### src/rtl/hazard_forward_ctrl.sv
// ID/EX forwarding and load-use control with a shadow scoreboard of in-flight destinations.
// Optional statistics counters are built when HAZARD_FWD_STATS_EN is defined.

module hazard_fwd_lane #(
  parameter int REG_W = 3,
  parameter int DEPTH = 3,
  parameter int SEL_W = 2
) (
  input  logic                        req,
  input  logic [REG_W-1:0]            src,
  input  logic [DEPTH-1:0]            slot_hit_en,
  input  logic [DEPTH-1:0][REG_W-1:0] slot_dr,
  output logic [SEL_W-1:0]            code
);
  // Scan oldest to youngest so the youngest match overwrites.
  always_comb begin
    code = '0;
    if (req)
      for (int s = DEPTH-1; s >= 0; s--)
        if (slot_hit_en[s] && slot_dr[s] == src) code = SEL_W'(s+1);
  end
endmodule

module hazard_forward_ctrl #(
  parameter int REG_W   = 3,
  parameter int NUM_SRC = 3,
  parameter int DEPTH   = 3,
  parameter int CNT_W   = 16,
  localparam int SEL_W  = $clog2(DEPTH+1)
) (
  input  logic                     clk,
  input  logic                     reset,
  input  logic                     advance,
  input  logic                     flush,
  input  logic                     id_valid,
  input  logic                     id_regwrite,
  input  logic                     id_is_load,
  input  logic [REG_W-1:0]         id_dr,
  input  logic [NUM_SRC*REG_W-1:0] id_src,
  input  logic [NUM_SRC-1:0]       id_src_used,
  output logic                     stall,
  output logic [NUM_SRC*SEL_W-1:0] fwd_sel
`ifdef HAZARD_FWD_STATS_EN
 ,output logic [CNT_W-1:0]         stall_count,
  output logic [CNT_W-1:0]         fwd_count
`endif
);
  logic [DEPTH-1:0]              vld_pipe, rw_pipe, ld_pipe;
  logic [DEPTH-1:0][REG_W-1:0]   dr_pipe;
  logic [NUM_SRC-1:0][SEL_W-1:0] code, fwd_q;
  logic                          load_use, accept;

  for (genvar i = 0; i < NUM_SRC; i++) begin : g_lane
    hazard_fwd_lane #(.REG_W(REG_W), .DEPTH(DEPTH), .SEL_W(SEL_W)) u_lane (
      .req        (id_valid & id_src_used[i]),
      .src        (id_src[i*REG_W +: REG_W]),
      .slot_hit_en(vld_pipe & rw_pipe),
      .slot_dr    (dr_pipe),
      .code       (code[i])
    );
  end

  // Code 1 means the youngest producer is in EX; a load there has no value yet.
  always_comb begin
    load_use = 1'b0;
    for (int i = 0; i < NUM_SRC; i++)
      if (code[i] == SEL_W'(1) && ld_pipe[0]) load_use = 1'b1;
  end

  assign stall   = id_valid & ~flush & load_use;
  assign accept  = ~flush & ~stall;
  assign fwd_sel = fwd_q;

  always_ff @(posedge clk or posedge reset) begin
    if (reset) begin
      vld_pipe <= '0;
      rw_pipe  <= '0;
      ld_pipe  <= '0;
      dr_pipe  <= '0;
      fwd_q    <= '0;
    end else if (advance) begin
      vld_pipe <= {vld_pipe[DEPTH-2:0], accept & id_valid};
      rw_pipe  <= {rw_pipe[DEPTH-2:0], id_regwrite};
      ld_pipe  <= {ld_pipe[DEPTH-2:0], id_is_load};
      dr_pipe  <= {dr_pipe[DEPTH-2:0], id_dr};
      fwd_q    <= accept ? code : '0;
    end
  end

`ifdef HAZARD_FWD_STATS_EN
  always_ff @(posedge clk or posedge reset) begin
    if (reset) begin
      stall_count <= '0;
      fwd_count   <= '0;
    end else if (advance) begin
      if (stall && !(&stall_count)) stall_count <= stall_count + 1'b1;
      if (accept && (|code) && !(&fwd_count)) fwd_count <= fwd_count + 1'b1;
    end
  end
`else
  // Statistics not built.
`endif
endmodule

### config.mk
export PLATFORM = sky130hd
export DESIGN_NAME = hazard_forward_ctrl
export DESIGN_NICKNAME = d
export VERILOG_FILES = /design/src/rtl/hazard_forward_ctrl.sv
export SDC_FILE = /design/constraint.sdc
export NUM_CORES = 1
export LEC_CHECK = 0
export ABC_AREA = 0
export CAP_MARGIN = 30
export CORE_ASPECT_RATIO = 0.8
export CORE_MARGIN = 4
export CORE_UTILIZATION = 53
export DETAILED_ROUTE_END_ITERATION = 10
export HOLD_SLACK_MARGIN = 0.03
export PLACE_DENSITY = 0.83
export SLEW_MARGIN = 20
export SYNTH_ARGS = -nofsm -noshare
export SYNTH_HDL_FRONTEND = slang
export SYNTH_SLANG_ARGS = --single-unit
### constraint.sdc
create_clock -name clk -period 4.6 [get_ports clk]
set_clock_uncertainty 0.2 [all_clocks]
set_input_delay 0.69 -clock clk [delete_from_list [all_inputs] [get_ports clk]]
set_output_delay 0.69 -clock clk [all_outputs]
set_load 0.005 [all_outputs]
==> qor.yml <==
gr-total-overflow: 0
grt_pass1_vias: 971
drive_above_1_share_pct: 17.81
leakage_nw: 0.6387
routabilityCongestion: 0.8714
final_nets: 169
status: "finished clean"
switchingPower_uw: 136.2
ios: 29
cts_resized: 0
tightest_slew_ps: 521.5
synth_edf_count: 0
firstDrtPassIters: 6
drt_wl_total_um: 2781
synth_warnings: 0
drc: 0
power_density_mw_per_mm2: 279.4
path_max_fanout: 3
hold_violations: 0
power_uw: 463.5
fin_crit_sh_pct: 71.83
clkTransAtPathRegs_ps: 120
io_buffers: 28
mappedNetlistArea_mm2: 0.001313
multi_input_area_um2: 704.4
post-dp-hpwl_um: 2169
seq_area_frac_synth_pct: 41.94
fillers: 173
drt-initial-drc-count: 53
combinationalPowerShare_pct: 25.0
hold_path_class: "reg -> reg"
yosys.area.top_type: "dfrtp_1"
start_kind: "input port"
clockBufferDepth: 2
synth_cell_types: 28
rsz0062_at_grt: "false"
initial_core_util_pct: 58.28
core_mm2: 0.002252
row_count: 15
insertion_delay_ps: 310
end_kind: "output port"
synth_top_area_share_pct: 41.94
cts_sinks: 22
synthesis.area_per_instance_um2: 11.41
setup_viol: 0
cts_root_buf: "clkbuf_4"
p_sw_share_pct: 29.39
cts_tree: "built"
vias: 1006
cp.arrival_ps: 2410
netlist_top_cells_area: "dfrtp_1 (42%), mux2_2 (13%), xnor2_1 (12%)"
antenna_found_initial: 0
die_x_um: 63.64
area_growth_syn_to_layout_pct: 26.41
seqCellArea_um2: 550.5
seq_power_share_pct: 51.8
dieArea_mm2: 0.003341
htree_levels: 1
drv_cap: 0
synthCells: 115
synth_fp_nets: 137
async_flop_share_pct: 100.0
wl_per_cell_um: 16.26
avgViaCountPerCell: 5.883
post-route-min-period_ps: 3304
die_y_um: 52.51
slew_headroom_pct: 65.13
intPower_uw: 327.3
cts_setup_buffers: 0
grt_pass1_wl_um: 4698
ys.flop_type: "dfrtp_1"
fmax_ghz: 0.3026
ff2ff_setup_slack_ps: 2830
p_clk_share_pct: 23.1
critical_path_class: "in -> out"
antenna_left: 0
hold_buffers: 0
synth-seq-cells: 22
setup-tns-final_ps: 0
grt_max_degree: 25
track_usage_pct: 18.49
numCtsBuffers: 3
slew_violations: 0
diodes: 0
ir_worst_vdd_mv: 0.2732
crit_required_ps: 3710
[stage by stage]
| step | cell area, um2 | setup WS (ps) | cells | utilization (%) | hold WS (ps) |
|---|---|---|---|---|---|
| after floorplan | 1313 | 2465 | 115 | - | 273.7 |
| after global placement | 1597 | 1375 | 165 | 70.89 | 262.5 |
| after detailed placement | 1597 | 1307 | 165 | 70.89 | 273.5 |
| after CTS | 1633 | 1297 | 169 | 72.50 | 302.4 |
| after global routing | 1659 | 1236 | 171 | 73.67 | 329.2 |
| final | 1659 | 1296 | 171 | 73.67 | 301.5 |
[power by group through the flow]
stage / Combinational [mW] / Sequential, mW / Clock (mW)
after global routing: 0.127 / 0.245 / 0.121
after detailed placement: 0.113 / 0.244 / 0
after global placement: 0.109 / 0.242 / 0
final: 0.116 / 0.240 / 0.107
after floorplan: 0.0791 / 0.236 / 0
after CTS: 0.114 / 0.240 / 0.109
[cell type report]
class                           instances  share of cell area, %
Timing Repair Buffer                   30                  18.48
Tap cell                               25                  1.885
Sequential cell                        22                  33.18
Multi-Input combinational cell         82                  42.46
Inverter                                8                  1.810
Clock buffer                            4                  2.187
[cell families (layout without fill, tap and decap cells)]
group,after synthesis,after routing,synth area share [%]
AO/OA/AOI/OAI,17,17,10.39
XOR/XNOR,27,27,18.02
buffers and inverters,11,42,4.385
flip-flops,22,22,41.94
multiplexers,15,15,12.87
AND/OR/NAND/NOR,23,23,12.39
[critical path, cell delays in order]
cell             delay (ps)
clkdlybuf4s50_1         510
xnor2_1                 290
nand4_2                 180
a31oi_1                 220
clkdlybuf4s50_1         530
[state kept, by name, summed over array words and instances, names as in the netlist]
signal / cells
dr_pipe: 9
fwd_sel: 6
rw_pipe: 3
vld_pipe: 3
ld_pipe: 1
[synth_stat cells (3+ instances only)]
library cell and number:
nor4_1 3, dfrtp_1 22, xor2_1 9, o32ai_1 4, and4_1 4, mux2_2 15
nand4_1 6, xnor2_1 18, inv_1 8
[routing by layer]
metal  track usage, %  wire, um
met4            3.226         0
met3            4.721       151
met2            32.06      1426
met5                0         0
met1            23.74      1204
[cells in the final DEF (no fill, tap or decap), types with 2 or more instances in the layout]
cell             synthesis  routed
o41ai_1                  2       2
nand2b_1                 2       2
clkbuf_4                 0       3
mux2_2                  15      15
and4_1                   4       4
nand4_2                  2       2
nor4_1                   3       3
o22ai_1                  2       2
nand2_1                  2       2
nand4_1                  6       6
xor2_1                   9       9
inv_1                    8       8
clkdlybuf4s50_1          0      28
xnor2_1                 18      18
o211ai_1                 2       2
dfrtp_1                 22      22
o32ai_1                  4       4
[path summary, 6_finish.rpt]
| check | to | cells past startpoint | from |
|---|---|---|---|
| worst max-delay path | stall | 5 | id_src[8] |
| worst min-delay path | fwd_sel[2]$_DFFE_PP0P_ | 2 | fwd_sel[2]$_DFFE_PP0P_ |
| worst max register to register | fwd_sel[4]$_DFFE_PP0P_ | 4 | dr_pipe[7]$_DFFE_PP0P_ |
| worst min register to register | fwd_sel[2]$_DFFE_PP0P_ | 2 | fwd_sel[2]$_DFFE_PP0P_ |
| max in group asynchronous | vld_pipe[1]$_DFFE_PP0P_ | 3 | reset |
| min in group asynchronous | vld_pipe[2]$_DFFE_PP0P_ | 2 | reset |
Power figures use the tool's default switching activity.
